==> src/rtl/cs_window_seq_pkg.sv <==
// Shared types and default sizes for the windowed-average sequencer and the cs_core engine.
package cs_pkg;

  localparam int CS_WIN = 9;
  localparam int CS_DW  = 8;
  localparam int CS_YW  = 10;

  typedef enum logic [1:0] {
    CS_IDLE,
    CS_FILL,
    CS_RUN,
    CS_FLUSH
  } cs_seq_state_t;

endpackage

==> src/rtl/cs_window_seq_if.sv <==
// Sample-in and result-out streams of the window sequencer.
// Handshake: a beat transfers on a rising clk edge where valid & ready are both high;
// a producer holds valid and data stable until that edge, and ready may depend on valid.
interface cs_window_seq_if #(
  parameter int DW = cs_pkg::CS_DW,
  parameter int YW = cs_pkg::CS_YW
) ();

  logic          in_valid;
  logic          in_ready;
  logic [DW-1:0] in_data;
  logic          out_valid;
  logic          out_ready;
  logic [YW-1:0] out_data;

  // slave: the sequencer's view (consumes samples, produces results)
  modport slave (
    input  in_valid, in_data, out_ready,
    output in_ready, out_valid, out_data
  );

  // master: the environment's view
  modport master (
    output in_valid, in_data, out_ready,
    input  in_ready, out_valid, out_data
  );

endinterface

==> src/rtl/cs_window_seq_outbuf.sv <==
// One-entry result holding register: loads on cap, drops valid once the consumer takes it.
module cs_seq_outbuf #(
  parameter int YW = cs_pkg::CS_YW
) (
  input  logic          clk,
  input  logic          reset,
  input  logic          cap,
  input  logic [YW-1:0] cap_data,
  input  logic          out_ready,
  output logic          out_valid,
  output logic [YW-1:0] out_data
);

  logic          out_valid_d, out_valid_q;
  logic [YW-1:0] out_data_d,  out_data_q;

  always_comb begin
    out_valid_d = out_valid_q;
    out_data_d  = out_data_q;
    if (cap) begin
      out_valid_d = 1'b1;
      out_data_d  = cap_data;
    end else if (out_valid_q && out_ready) begin
      out_valid_d = 1'b0;
    end
  end

  always_ff @(posedge clk or negedge reset) begin
    if (!reset) begin
      out_valid_q <= 1'b0;
      out_data_q  <= '0;
    end else begin
      out_valid_q <= out_valid_d;
      out_data_q  <= out_data_d;
    end
  end

  assign out_valid = out_valid_q;
  assign out_data  = out_data_q;

endmodule

==> src/rtl/cs_window_seq.sv <==
// Sequencer for the cs_core windowed-average engine: fill tracking, result capture, zero flush.
// Optional statistics counters are built when CS_STATS_EN is defined.
module cs_window_seq
  import cs_pkg::*;
#(
  parameter int WIN = CS_WIN,
  parameter int DW  = CS_DW,
  parameter int YW  = CS_YW,
  localparam int CW = $clog2(WIN + 1)
) (
  input  logic            clk,
  input  logic            reset,
  cs_window_seq_if.slave  io,
  input  logic            flush_req,
  output logic            eng_shift,
  output logic [DW-1:0]   eng_x,
  input  logic [YW-1:0]   eng_y,
  output logic [CW-1:0]   fill_cnt,
  output logic            busy,
  output logic [15:0]     res_cnt,
  output logic [15:0]     stall_cnt,
  output cs_seq_state_t   dbg_state
);

  cs_seq_state_t state_d, state_q;
  logic [CW-1:0] fill_d, fill_q;
  logic [CW-1:0] flush_cnt_d, flush_cnt_q;
  logic          pend_d, pend_q;

  logic out_valid;
  logic stall;
  logic in_ready;
  logic in_fire;
  logic flush_entry;
  logic cap;

  assign out_valid = io.out_valid;

  always_comb begin
    stall       = pend_q & out_valid & ~io.out_ready;
    in_ready    = ~flush_req & (state_q != CS_FLUSH) & ~stall;
    in_fire     = io.in_valid & in_ready;
    flush_entry = flush_req & (state_q != CS_FLUSH);
    cap         = pend_q & (~out_valid | io.out_ready);
  end

  always_comb begin
    state_d     = state_q;
    fill_d      = fill_q;
    flush_cnt_d = flush_cnt_q;
    // eng_y is only meaningful after the sample that completes or advances a full window
    pend_d      = (in_fire & ((state_q == CS_RUN) | (fill_q == CW'(WIN - 1)))) | stall;

    if (in_fire && (fill_q != CW'(WIN))) begin
      fill_d = fill_q + 1'b1;
    end

    if (flush_entry) begin
      state_d     = CS_FLUSH;
      flush_cnt_d = '0;
      pend_d      = 1'b0;
    end else begin
      case (state_q)
        CS_IDLE: begin
          if (in_fire) state_d = (fill_q == CW'(WIN - 1)) ? CS_RUN : CS_FILL;
        end
        CS_FILL: begin
          if (in_fire && (fill_q == CW'(WIN - 1))) state_d = CS_RUN;
        end
        CS_RUN: begin
          state_d = CS_RUN;
        end
        CS_FLUSH: begin
          if (flush_cnt_q == CW'(WIN - 1)) begin
            state_d     = CS_IDLE;
            flush_cnt_d = '0;
            fill_d      = '0;
          end else begin
            flush_cnt_d = flush_cnt_q + 1'b1;
          end
        end
        default: state_d = CS_IDLE;
      endcase
    end
  end

  always_ff @(posedge clk or negedge reset) begin
    if (!reset) begin
      state_q     <= CS_IDLE;
      fill_q      <= '0;
      flush_cnt_q <= '0;
      pend_q      <= 1'b0;
    end else begin
      state_q     <= state_d;
      fill_q      <= fill_d;
      flush_cnt_q <= flush_cnt_d;
      pend_q      <= pend_d;
    end
  end

  cs_seq_outbuf #(.YW(YW)) u_outbuf (
    .clk       (clk),
    .reset     (reset),
    .cap       (cap),
    .cap_data  (eng_y),
    .out_ready (io.out_ready),
    .out_valid (io.out_valid),
    .out_data  (io.out_data)
  );

  // Flush pushes zeros through every tap so a restart begins from an empty window
  assign eng_shift   = (state_q == CS_FLUSH) | in_fire;
  assign eng_x       = ((state_q != CS_FLUSH) && in_fire) ? io.in_data : '0;
  assign io.in_ready = in_ready;
  assign fill_cnt    = fill_q;
  assign busy        = (state_q != CS_IDLE) | pend_q | out_valid;
  assign dbg_state   = state_q;

`ifdef CS_STATS_EN
  logic [15:0] res_cnt_d,   res_cnt_q;
  logic [15:0] stall_cnt_d, stall_cnt_q;

  always_comb begin
    res_cnt_d   = res_cnt_q;
    stall_cnt_d = stall_cnt_q;
    if (out_valid && io.out_ready) res_cnt_d = res_cnt_q + 16'd1;
    if (out_valid && !io.out_ready && (stall_cnt_q != 16'hFFFF)) stall_cnt_d = stall_cnt_q + 16'd1;
  end

  always_ff @(posedge clk or negedge reset) begin
    if (!reset) begin
      res_cnt_q   <= '0;
      stall_cnt_q <= '0;
    end else begin
      res_cnt_q   <= res_cnt_d;
      stall_cnt_q <= stall_cnt_d;
    end
  end

  assign res_cnt   = res_cnt_q;
  assign stall_cnt = stall_cnt_q;
`else
  assign res_cnt   = 16'd0;
  assign stall_cnt = 16'd0;
`endif

endmodule

==> src/flat_wrapper.sv <==
// flat-port wrapper written by rule: the top's interface ports become plain ports
module cs_window_seq_flat import cs_pkg::*;
#(
  parameter int WIN = CS_WIN,
  parameter int DW  = CS_DW,
  parameter int YW  = CS_YW,
  localparam int CW = $clog2(WIN + 1)
)
  (clk, reset, flush_req, eng_shift, eng_x, eng_y, fill_cnt, busy, res_cnt, stall_cnt, dbg_state, io_in_valid, io_in_data, io_out_ready, io_in_ready, io_out_valid, io_out_data);
  cs_window_seq_if #(.DW(DW), .YW(YW)) io_i ();
  input  logic clk;
  input  logic reset;
  input  logic flush_req;
  output logic eng_shift;
  output logic [DW-1:0] eng_x;
  input  logic [YW-1:0] eng_y;
  output logic [CW-1:0] fill_cnt;
  output logic busy;
  output logic [15:0] res_cnt;
  output logic [15:0] stall_cnt;
  output cs_seq_state_t dbg_state;
  input wire logic [$bits(io_i.in_valid)-1:0] io_in_valid;
  input wire logic [$bits(io_i.in_data)-1:0] io_in_data;
  input wire logic [$bits(io_i.out_ready)-1:0] io_out_ready;
  output wire logic [$bits(io_i.in_ready)-1:0] io_in_ready;
  output wire logic [$bits(io_i.out_valid)-1:0] io_out_valid;
  output wire logic [$bits(io_i.out_data)-1:0] io_out_data;
  assign io_i.in_valid = io_in_valid;
  assign io_i.in_data = io_in_data;
  assign io_i.out_ready = io_out_ready;
  assign io_in_ready = io_i.in_ready;
  assign io_out_valid = io_i.out_valid;
  assign io_out_data = io_i.out_data;
  cs_window_seq #(.WIN(WIN), .DW(DW), .YW(YW)) u_core (.clk(clk), .reset(reset), .io(io_i), .flush_req(flush_req), .eng_shift(eng_shift), .eng_x(eng_x), .eng_y(eng_y), .fill_cnt(fill_cnt), .busy(busy), .res_cnt(res_cnt), .stall_cnt(stall_cnt), .dbg_state(dbg_state));
endmodule
==> config.mk <==
export PLATFORM = sky130hd
export DESIGN_NAME = cs_window_seq_flat
export DESIGN_NICKNAME = d
export VERILOG_FILES = /design/src/rtl/cs_window_seq_pkg.sv /design/src/rtl/cs_window_seq_if.sv /design/src/rtl/cs_window_seq_outbuf.sv /design/src/rtl/cs_window_seq.sv /design/src/flat_wrapper.sv
export SDC_FILE = /design/constraint.sdc
export NUM_CORES = 1
export LEC_CHECK = 0
export BUFFER_PORTS_ARGS = -buffer_cell sky130_fd_sc_hd__buf_2
export CORE_ASPECT_RATIO = 0.6
export CORE_MARGIN = 2
export CORE_UTILIZATION = 50
export CTS_BUF_LIST = sky130_fd_sc_hd__clkbuf_4 sky130_fd_sc_hd__clkbuf_8
export CTS_CLUSTER_DIAMETER = 200
export DETAILED_ROUTE_END_ITERATION = 12
export GPL_ROUTABILITY_DRIVEN = 1
export PLACE_DENSITY = 0.94
export SLEW_MARGIN = 10
export SYNTH_ARGS = -nofsm -noshare
export SYNTH_HDL_FRONTEND = slang
export SYNTH_HIERARCHICAL = 1
export SYNTH_SLANG_ARGS = --single-unit
==> constraint.sdc <==
create_clock -name clk -period 2.45 [get_ports clk]
set_input_delay 0.49 -clock clk [delete_from_list [all_inputs] [get_ports clk]]
set_output_delay 0.49 -clock clk [all_outputs]
set_load 0.005 [all_outputs]
==> impl_results.md, run 1 <==
* Status: finished, final reports clean
* Fillers at 261
* Post-cts hold buffer count at 0
* Initial antenna violation count at 0
* CTS tree: done
* Clock Path Buffers at 2
* Max incr delay on CP at 450 ps
* Final core occ at 0.619
* Global Route Usage Sum at 0.159
* Post-DP HPWL at 2.34 mm
* Peak Freq at between 0.4 and 0.5 GHz
* PostCTS Resize Cnt at 0
* Family with the most delay on the worst path: flip-flops
* Vias in the first global route at 969
* Clock root buffer: clkbuf_8
* Wire per inst at 11.7 um
* Worst endpoint required time at between 1500 and 2000 ps
* Critical path buffer and inverter count at 2
* Final nets at approximately 240
* Unique masters post-synth at 37
* VDD IR max at roughly 550 uV
* DRC violations left at 0
* R2R Path Start: u_core/dbg_state[0]$_DFFE_PN0P_
* Clk_skew at around 1.8 ps
* Yosys Warn Count at 6
* Inserted Diodes at 0
* Final Max Slew Viols at 0
* Worst Setup SP: u_core/dbg_state[0]$_DFFE_PN0P_
* Die H at ~47 um
* # setup viols final at 0
* Global-route wire length before repair at approximately 4.4 mm
* Ys flop type: dfrtp_1
* Setup repair after global routing missed its margin: false
* GP Congestion at about 0.98
* Startpoint Class: register
* Hold WC Path Type: in2async
* Antenna-violating nets left at 0
* Post-synth EDFFs at 0
* Fin Setup TNS at 0 ps
* Clock network latency to the later pin of the worst-skew pair at roughly 260 ps
* 1st-pass router iterations at 4
* IO Port Bufs at 50
* Initial Utilization at 0.534
* CP arrival at 1720 ps
* Row cnt at 15
* Post-place setup slack at around 530 ps
* Crit. End Element: output port
* Worst-Margin Slew at about 640 ps
* Die area at 0.00360 mm2
* Final Hold Viols at 0
* Max_slew headroom at 0.573
* Cell Area, Synth at approximately 0.0016 mm2
* Initial DRC count at 110
* Sequential share of the synthesized area at 0.352
* Max-cap violations at 0
* Core Region at 0.00293 mm2
* CTS H-tree lvls at 1
* Share of post-route cells with drive strength above 1 at 0.350
* Area grow syn2layout at 15.9%
* Synth Area per Inst at roughly 10 um2
* Largest net degree at the start of global routing at 23
* Post-CTS Setup Repair Bufs at 0
* Crit Path Max Fanout at 11
* Worst path slowest cell: dfrtp_1
* Final WS setup at 245 ps
* Async set-reset flop share out of synthesis at 1.00
* GR Overflow Total at 0
* P per Cell Area at about 1100 mW/mm2
* Chip Width at around 76 um
* Mapped Cells at between 150 and 200
* Total wire length at between 2 and 3 mm
* Critical Path, Cell by Cell: ha_1 -> nor3b_1 -> buf_4 -> and3_1 -> buf_2
* P_leak at ~1 nW
* Tcrit/Tclk final at 0.900
* Via density at 4.53
* CTS sink count at 22
* Period minus WS final at roughly 2200 ps
* Setup CP Type: reg2out
* CTS clock-pin slew for the worst setup and hold paths at about 80 ps
* IO Pins at 83
* Vias at between 1k and 1.5k
* Yosys reg bits at 22
* CTS Buf Count at 3
==> metal layers <==
layer | part of all wire | global-route usage | up-vias | wire [um]
met5 | 0 | 0 | - | 0
met4 | 0.0021 | 0.0145 | 0 | 6
met3 | 0.046 | 0.0558 | 2 | 134
met2 | 0.48 | 0.254 | 30 | 1390
met1 | 0.47 | 0.224 | 535 | 1360
li1 | - | - | 556 | -
==> worst reg2reg max path: cells and delay by family (launching register included) <==
kind,cells,cell delay (ps)
flip-flops,1,450
adder cells (fa/ha/maj),1,300
AND/OR/NAND/NOR,1,450
AO/OA/AOI/OAI,3,610
==> synthesized netlist by cell type (2+ instances only) <==
library cell | n | share of area
buf_4 | 32 | 0.15
dfrtp_1 | 22 | 0.35
and3_1 | 10 | 0.040
ha_1 | 9 | 0.072
mux2_4 | 9 | 0.086
inv_1 | 8 | 0.019
nor2_1 | 8 | 0.019
nand2_1 | 5 | 0.012
o21ai_0 | 5 | 0.016
mux2i_1 | 3 | 0.019
nand3b_1 | 3 | 0.014
nor2b_1 | 3 | 0.012
nor3b_1 | 3 | 0.014
xnor2_1 | 3 | 0.017
a211oi_1 | 2 | 0.0096
a211oi_2 | 2 | 0.016
a21oi_1 | 2 | 0.0064
and3b_1 | 2 | 0.011
clkbuf_1 | 2 | 0.0048
nand2b_1 | 2 | 0.0080
nand3_1 | 2 | 0.0064
nor3_1 | 2 | 0.0064
==> layout by cell type (no fill, tap or decap), types with 3 or more instances in the layout <==
cell type,count
and3_1,10
buf_2,50
buf_4,3
clkbuf_8,3
conb_1,32
dfrtp_1,22
ha_1,9
inv_1,8
mux2_4,9
mux2i_1,3
nand2_1,5
nand3b_1,3
nor2_1,8
nor2b_1,3
nor3b_1,3
o21ai_0,5
xnor2_1,3
==> final timing paths <==
check	end	slack, ps	cells after the start
hold / removal	u_core/u_outbuf/out_data[5]$_DFFE_PN0P_	190	1
min in group clk	u_core/u_outbuf/out_data[6]$_DFFE_PN0P_	450	2
hold reg to reg	u_core/u_outbuf/out_data[1]$_DFFE_PN0P_	510	1
max in group asynchronous	u_core/u_outbuf/out_data[3]$_DFFE_PN0P_	1930	1
setup / recovery	eng_x[1]	240	5
setup reg to reg	u_core/dbg_state[1]$_DFFE_PN0P_	540	5
==> kinds of logic after synthesis <==
group,after synthesis,share of synthesized area
simple gates,44,0.164
buf+inv,44,0.188
flops,22,0.352
compound gates,17,0.0857
mux,13,0.113
fa+ha+maj,9,0.0721
xor+xnor,4,0.0224
other cells,1,0.00240
==> cell type report <==
| cell class | instances | area, um2 | share of cell area |
|---|---|---|---|
| sequential | 22 | 551 | 0.304 |
| timing repair buffer | 53 | 273 | 0.151 |
| multi-input combinational | 119 | 835 | 0.461 |
| clock buffer | 3 | 41.3 | 0.0228 |
| tap | 42 | 52.6 | 0.0290 |
| clock inverter | 1 | 30.0 | 0.0166 |
| inverter | 8 | 30.0 | 0.0166 |
==> power breakdown <==
part	total (mW)	internal (mW)	switching (mW)	leakage, nW
clock	0.332	0.218	0.114	0.0357
sequential	0.690	0.531	0.158	0.271
combinational	0.939	0.513	0.426	0.694
==> registers in the layout, indices dropped and copies added (netlist names) <==
signal and count:
u_core/fill_cnt 4, u_core/pend_q 1, u_core/u_outbuf/out_data 10, u_core/dbg_state 2, u_core/flush_cnt_q 4, u_core/u_outbuf/out_valid 1
==> per-stage QoR <==
stage / hold slack, ps / cells / power, mW / cell area [um2]
2_1_floorplan: 194 / 185 / 1.34 / 1680
3_3_place_gp: 472 / 244 / 1.60 / 1740
3_5_place_dp: 474 / 244 / 1.63 / 1740
4_1_cts: 186 / 248 / 1.98 / 1810
5_1_grt: 214 / 248 / 2.11 / 1810
6_report: 187 / 248 / 1.96 / 1810
(Power assumes the default switching activity.)
==> inputs of run 2 (changes only) <==
- ABC_AREA: default -> 1
- CORE_UTILIZATION: 50 -> 49
- PLACE_DENSITY: 0.94 -> 0.93
==> run 2 against run 1 <==
- area after synthesis down 4.6%
- first-iteration DRC count did not move
- register-to-register slack better by 190 ps
- global-route usage is 1.7 points higher
- utilization shrank 2.4 points
- maximum frequency increased by 4.0%
- largest cell class unchanged
==> impl_results.md, run 2 <==
* Die area at 0.00351 mm2 (-2.5%)
* Sw frac at 0.396 (+0.0401)
* Row cnt at 15 (unchanged)
* Max reg flops at 10 (unchanged)
* Wire per inst at 10.4 um (-11%)
* Yosys reg bits at 22 (unchanged)
* P_int at 1.06 mW (-16%)
* Post-DP HPWL at 2.41 mm (+3.0%)
* Global-route wire length before repair at 4.45 mm (+0.93%)
* CTS clock-pin slew for the worst setup and hold paths at 80 ps (about the same)
* Final Max Slew Viols at 0 (unchanged)
* Share of post-route cells with drive strength above 1 at 0.264 (-0.0853)
* Worst endpoint required time at 1960 ps (about the same)
* Critical Path, Cell by Cell: ha_1 -> nor2_4 -> nand3_4 -> nor2_1 -> buf_2
* Unique masters post-synth at 20 (-46%)
* Hold WC Path Type: in2async
* Post-Layout Inst Area at 0.00172 mm2 (-5.2%)
* Max-cap violations at 0 (unchanged)
* Antenna-violating nets left at 0 (unchanged)
* Setup repair after global routing missed its margin: false
* Peak Freq at 0.472 GHz (+4.0%)
* Total wire length at 3.01 mm (+3.9%)
* Area contributors post-synth: dfrtp_1 (37%), buf_4 (17%), nand2_1 (14%)
* Crit. End Element: output port
* Sequential share of the synthesized area at 0.369 (+0.0172)
* Mapped Cells at 195 (+27%)
* Clock root buffer: clkbuf_8
* Power share of the combinational group at 0.435 (-0.044)
* Clock network latency to the later pin of the worst-skew pair at 260 ps (about the same)
* Tcrit/Tclk final at 0.865 (-0.0350)
* Largest net degree at the start of global routing at 23 (unchanged)
* Initial antenna violation count at 0 (unchanged)
* Async set-reset flop share out of synthesis at 1.00 (unchanged)
* Clock Path Buffers at 2 (unchanged)
* DRC violations left at 0 (unchanged)
* Die H at 46.7 um (-1.2%)
* Most frequent cells in the layout: nand2_1 (55), buf_2 (50), conb_1 (32), inv_1 (23), dfrtp_1 (22)
* Ys flop type: dfrtp_1
* Core Region at 0.00289 mm2 (-1.3%)
* P per Cell Area at 1020 mW/mm2 (-5.8%)
* Chip Width at 75.2 um (-1.3%)
* Period minus WS final at 2120 ps (-85.7 ps)
* CTS sink count at 22 (unchanged)
* Initial DRC count at 110 (unchanged)
* Startpoint Class: register
* Commonest non-fill, non-tap cell in the layout: nand2_1
* Yosys Warn Count at 6 (unchanged)
* Psw at 0.694 mW (-0.61%)
* CTS Buf Count at 3 (unchanged)
* Synth Area per Inst at 7.64 um2 (-25%)
* Clk network pwr share at 0.194 (+0.025)
* Adder-cell share of the synthesized area at 0.0756 (+0.00351)
* Via density at 4.28 (-5.5%)
* # setup viols final at 0 (unchanged)
* Count leader, synth: nand2_1
* CP arrival at 1630 ps (-90 ps)
* Max incr delay on CP at 440 ps (about the same)
* VDD IR max at 384 uV (-30%)
* Status: finished, final reports clean
* GR Overflow Total at 0 (unchanged)
* Multiplexer share of the synthesized area at 0 (-0.113)
* Vias at 1233 (+9.8%)
* Fin Setup TNS at 0 ps (unchanged)
* IO Port Bufs at 50 (unchanged)
* Initial Utilization at 0.516 (-0.0182)
* CTS tree: done
* Vias in the first global route at 1029 (+6.2%)
* Post-Synth XOR/XNOR Area at 0.0176 (-0.00479)
* Cell Area, Synth at 0.00149 mm2 (-4.6%)
* Crit Path Max Fanout at 12 (+1)
* Inserted Diodes at 0 (unchanged)
* Post-CTS Setup Repair Bufs at 0 (unchanged)
* Placement-stage cell area at 0.00165 mm2 (-5.4%)
* 1st-pass router iterations at 4 (unchanged)
* P_leak at 1.06 nW (+5.5%)
* Global Route Usage Sum at 0.176 (+0.0168)
* Simple-gate portion of the synthesized area at 0.242 (+0.0777)
* IO Pins at 83 (unchanged)
* Clk_skew at 2.72 ps (+0.911 ps)
* Worst r2r path cells at 8 (+3)
* Post-cts hold buffer count at 0 (unchanged)
* Flop pwr share at 0.371 (+0.019)
* Post-synthesis compound-gate area fraction at 0.0411 (-0.0445)
* Final nets at 279 (+17%)
* CTS H-tree lvls at 1 (unchanged)
* Largest area contributor in the netlist: dfrtp_1
* Setup CP Type: reg2out
* Post-synth EDFFs at 0 (unchanged)
* Area grow syn2layout at 15.3%
* Main combinational cell family by area after synthesis: buffers and inverters
* Final Hold Viols at 0 (unchanged)
* GP Congestion at 0.844 (-14%)
* Synth cell count leaders: nand2_1 (55), buf_4 (33), inv_1 (23), dfrtp_1 (22), nor2_1 (16)
* PostCTS Resize Cnt at 0 (unchanged)
* Worst path slowest cell: dfrtp_1
* Area fraction of the dominant cell type after synthesis at 0.369 (+0.0172)
run 2: layout make-up:
cell class | count | area (um2)
Inverter | 28 | 105
Tap cell | 42 | 52.6
Clock inverter | 1 | 30.0
Clock buffer | 3 | 41.3
Timing Repair Buffer | 51 | 258
Sequential cell | 22 | 551
Multi-Input combinational cell | 141 | 681
Fill cell | 260 | 1170
run 2: per-layer routing:
| layer | part of all wire | global-route usage | up-vias |
|---|---|---|---|
| li1 | - | - | 619 |
| met1 | 0.43 | 0.227 | 549 |
| met2 | 0.48 | 0.302 | 63 |
| met3 | 0.084 | 0.0503 | 2 |
| met4 | 0.0050 | 0.0421 | 0 |
| met5 | 0 | 0 | - |
run 2: worst paths after layout:
kind | from | endpoint | slack [ps]
worst max-delay path | u_core/dbg_state[1]$_DFFE_PN0P_ | eng_x[3] | 330
worst min-delay path | reset | u_core/dbg_state[1]$_DFFE_PN0P_ | 170
worst max register to register | u_core/dbg_state[1]$_DFFE_PN0P_ | u_core/fill_cnt[1]$_DFF_PN0_ | 730
worst min register to register | u_core/u_outbuf/out_data[4]$_DFFE_PN0P_ | u_core/u_outbuf/out_data[4]$_DFFE_PN0P_ | 470
max in group asynchronous | reset | u_core/u_outbuf/out_data[3]$_DFFE_PN0P_ | 1960
min in group clk | eng_y[6] | u_core/u_outbuf/out_data[6]$_DFFE_PN0P_ | 420
run 2: logic make-up after synthesis:
group / Yosys count
XOR/XNOR: 3
adder cells (fa/ha/maj): 9
AO/OA/AOI/OAI: 12
AND/OR/NAND/NOR: 85
flip-flops: 22
buffers and inverters: 63
other: 1
run 2: power by group through the flow:
stage                     registers (mW)  clock network [mW]  logic (mW)
after floorplan                    0.651                   0       0.491
after global placement             0.643                   0       0.726
after detailed placement           0.654                   0       0.758
after CTS                          0.649               0.344       0.762
after global routing               0.675               0.357       0.867
final                              0.649               0.340       0.762
run 2: through the flow:
stage          utilization  cells  total power [mW]  worst slack (ps)  hold slack [ps]
4_1_cts              0.594    288              1.76               309              196
3_5_place_dp         0.570    284              1.41               609              453
2_1_floorplan            -    226              1.14               759              194
3_3_place_gp         0.570    284              1.37               697              454
6_report             0.594    288              1.75               330              173
5_1_grt              0.594    288              1.90               214              218
run 2: worst max-delay path: cells and delay by family, from the launching register on:
| family | cells | cell delay (ps) |
|---|---|---|
| DFF | 1 | 440 |
| buffers and inverters | 1 | 120 |
| and+or+nand+nor | 3 | 500 |
| adders and majority gates | 1 | 290 |
==> inputs of run 3 (changes only) <==
--- a/config.mk
+++ b/config.mk
@@ -9,5 +9,7 @@
 export BUFFER_PORTS_ARGS = -buffer_cell sky130_fd_sc_hd__buf_2
+export CELL_PAD_IN_SITES_DETAIL_PLACEMENT = 1
+export CELL_PAD_IN_SITES_GLOBAL_PLACEMENT = 1
 export CORE_ASPECT_RATIO = 0.6
 export CORE_MARGIN = 2
-export CORE_UTILIZATION = 49
+export CORE_UTILIZATION = 33
 export CTS_BUF_LIST = sky130_fd_sc_hd__clkbuf_4 sky130_fd_sc_hd__clkbuf_8
@@ -16,3 +18,3 @@
 export GPL_ROUTABILITY_DRIVEN = 1
-export PLACE_DENSITY = 0.93
+export PLACE_DENSITY = 0.92
 export SLEW_MARGIN = 10
==> constraint.sdc (replaced) <==
create_clock -name clk -period 2.45 [get_ports clk]
set_input_delay 0.245 -clock clk [delete_from_list [all_inputs] [get_ports clk]]
set_output_delay 0.245 -clock clk [all_outputs]
set_load 0.005 [all_outputs]
==> run 3 against run 2 <==
- sequential cell count did not move
- die area rose by 45%
- register-to-register slack barely moved
- first-iteration DRC count fell by 58%
==> impl_results.md, run 3 (synthesis gave the netlist of run 2 again) <==
* CTS clock-pin slew for the worst setup and hold paths at 70 ps (about the same)
* IO Port Bufs at 50 (unchanged)
* Clock root buffer: clkbuf_8
* Global Route Usage Sum at 0.137 (-0.0389)
* Fin Setup TNS at 0 ps (unchanged)
* Clock network latency to the later pin of the worst-skew pair at 250 ps (about the same)
* Peak Freq at 0.526 GHz (+11%)
* Vias at 1235 (+0.16%)
* Post-place setup slack at 754 ps (+144 ps)
* R2R setup slack at 720 ps (about the same)
* Final Max Slew Viols at 0 (unchanged)
* Clk_skew at 2.11 ps (-0.604 ps)
* Storage element area at 551 um2 (unchanged)
* CTS H-tree lvls at 1 (unchanged)
* Final Non-Filler Cells at 306 (+6.3%)
* Worst Setup SP: u_core/dbg_state[0]$_DFFE_PN0P_
* CP arrival at 1660 ps (+30 ps)
* Max-cap violations at 0 (unchanged)
* GR Overflow Total at 0 (unchanged)
* Chip Width at 90.8 um (+21%)
* Wire per inst at 11.2 um (+7.1%)
* Fillers at 577 (+120%)
* # setup viols final at 0 (unchanged)
* Initial antenna violation count at 0 (unchanged)
* VDD IR max at 378 uV (-1.6%)
* DRC violations left at 0 (unchanged)
* CTS Buf Count at 3 (unchanged)
* Setup CP Type: reg2out
* Largest net degree at the start of global routing at 23 (unchanged)
* IO Pins at 83 (unchanged)
* Initial DRC count at 46 (-58%)
* Global-route wire length before repair at 5.67 mm (+27%)
* Final WS setup at 547 ps (+217 ps)
* Worst hold start: eng_y[6]
* Total wire length at 3.42 mm (+14%)
* Max reg flops at 10 (unchanged)
* Core Region at 0.00421 mm2 (+46%)
* Share of post-route cells with drive strength above 1 at 0.260 (-0.00407)
* Status: finished, final reports clean
* GP Congestion at 0.741 (-12%)
* Clock Path Buffers at 2 (unchanged)
* Initial Utilization at 0.354 (-0.162)
* Period minus WS final at 1900 ps (-217 ps)
* Worst r2r path cells at 8 (unchanged)
* Max_slew headroom at 0.664
* Crit. End Element: output port
* Placed Cells at 302 (+6.3%)
* 1st-pass router iterations at 4 (unchanged)
* Via density at 4.04 (-5.7%)
* Post-DP HPWL at 2.85 mm (+18%)
* Worst endpoint required time at 2200 ps (+240 ps)
* Vias in the first global route at 1210 (+18%)
* P_leak at 1.05 nW (-0.94%)
* Most frequent cells in the layout: nand2_1 (55), buf_2 (50), conb_1 (32), inv_1 (23), dfrtp_1 (22)
* FF-to-FF End: u_core/fill_cnt[1]$_DFF_PN0_
* Final nets at 280 (+0.36%)
* Hold WC Path Type: in2reg
* Final Hold Viols at 0 (unchanged)
* Critical Path End: eng_x[7]
* Die area at 0.00509 mm2 (+45%)
* Die H at 56.1 um (+20%)
* CTS tree: done
* Inserted Diodes at 0 (unchanged)
* Commonest non-fill, non-tap cell in the layout: nand2_1
* CTS sink count at 22 (unchanged)
* Row cnt at 18 (+3)
* Antenna-violating nets left at 0 (unchanged)
* R2R Path Start: u_core/dbg_state[0]$_DFFE_PN0P_
* Area of the multi-input gates at 681 um2 (unchanged)
* Startpoint Class: register
* Post-CTS Setup Repair Bufs at 0 (unchanged)
* Area grow syn2layout at 15.4%
* P per Cell Area at 947 mW/mm2 (-7.1%)
* Tcrit/Tclk final at 0.777 (-0.0886)
* PostCTS Resize Cnt at 0 (unchanged)
* Final core occ at 0.408 (-0.186)
* Worst-Margin Slew at 504 ps
* Setup repair after global routing missed its margin: false
* Crit Path Max Fanout at 12 (unchanged)
run 3: changes by cell type in the layout (fill, tap and decap cells not counted), sizes merged:
| cell | change |
|---|---|
| bufinv | -1 |
| dlygate4sd3 | +1 |
run 3: where the power goes:
group | total (mW) | internal (mW) | leakage, nW | switching (mW)
logic | 0.766 | 0.321 | 0.751 | 0.445
registers | 0.646 | 0.518 | 0.274 | 0.127
clock network | 0.217 | 0.109 | 0.0216 | 0.108
run 3: metrics by stage:
| step | total power, mW | instance area [um2] | hold WS, ps |
|---|---|---|---|
| 4_1_cts | 1.66 | 1720 | 178 |
| 3_5_place_dp | 1.43 | 1670 | 249 |
| 5_1_grt | 1.81 | 1720 | 182 |
| 2_1_floorplan | 1.14 | 1610 | -50.6 |
| 6_report | 1.63 | 1720 | 186 |
| 3_3_place_gp | 1.39 | 1670 | 241 |
run 3: area by class of cell:
class	instances	area share
sequential	22	0.320
tap	60	0.0436
clock buffer	3	0.0240
inverter	28	0.0611
timing repair buffer	52	0.156
multi-input combinational	141	0.396
run 3: worst min-delay path by stage:
stage                                                    to  slack (ps)  cells after the start
floorplan                   u_core/dbg_state[0]$_DFFE_PN0P_         -50                      0
global placement    u_core/u_outbuf/out_data[1]$_DFFE_PN0P_         240                      1
detailed placement  u_core/u_outbuf/out_data[1]$_DFFE_PN0P_         250                      1
CTS                 u_core/u_outbuf/out_data[4]$_DFFE_PN0P_         180                      3
global route        u_core/u_outbuf/out_data[1]$_DFFE_PN0P_         180                      3
finish              u_core/u_outbuf/out_data[6]$_DFFE_PN0P_         190                      3
run 3: worst max-delay path, cell delays in order, from the launching register on:
cell,delay [ps]
dfrtp_1,430
ha_1,310
nor2_4,210
nand3_4,170
nor2_1,160
buf_2,130
run 3: repair_timing:
item,CTS,global route
hold endpoints to repair,22,0
hold buffers,1,0
endpoints found under the setup margin,0,0
run 3: routing by layer:
layer	global-route usage	share of wire	vias to the layer above
li1	-	-	623
met1	0.178	0.45	584
met2	0.233	0.49	26
met3	0.0447	0.053	2
met4	0.0110	0.0020	0
met5	0	0	-
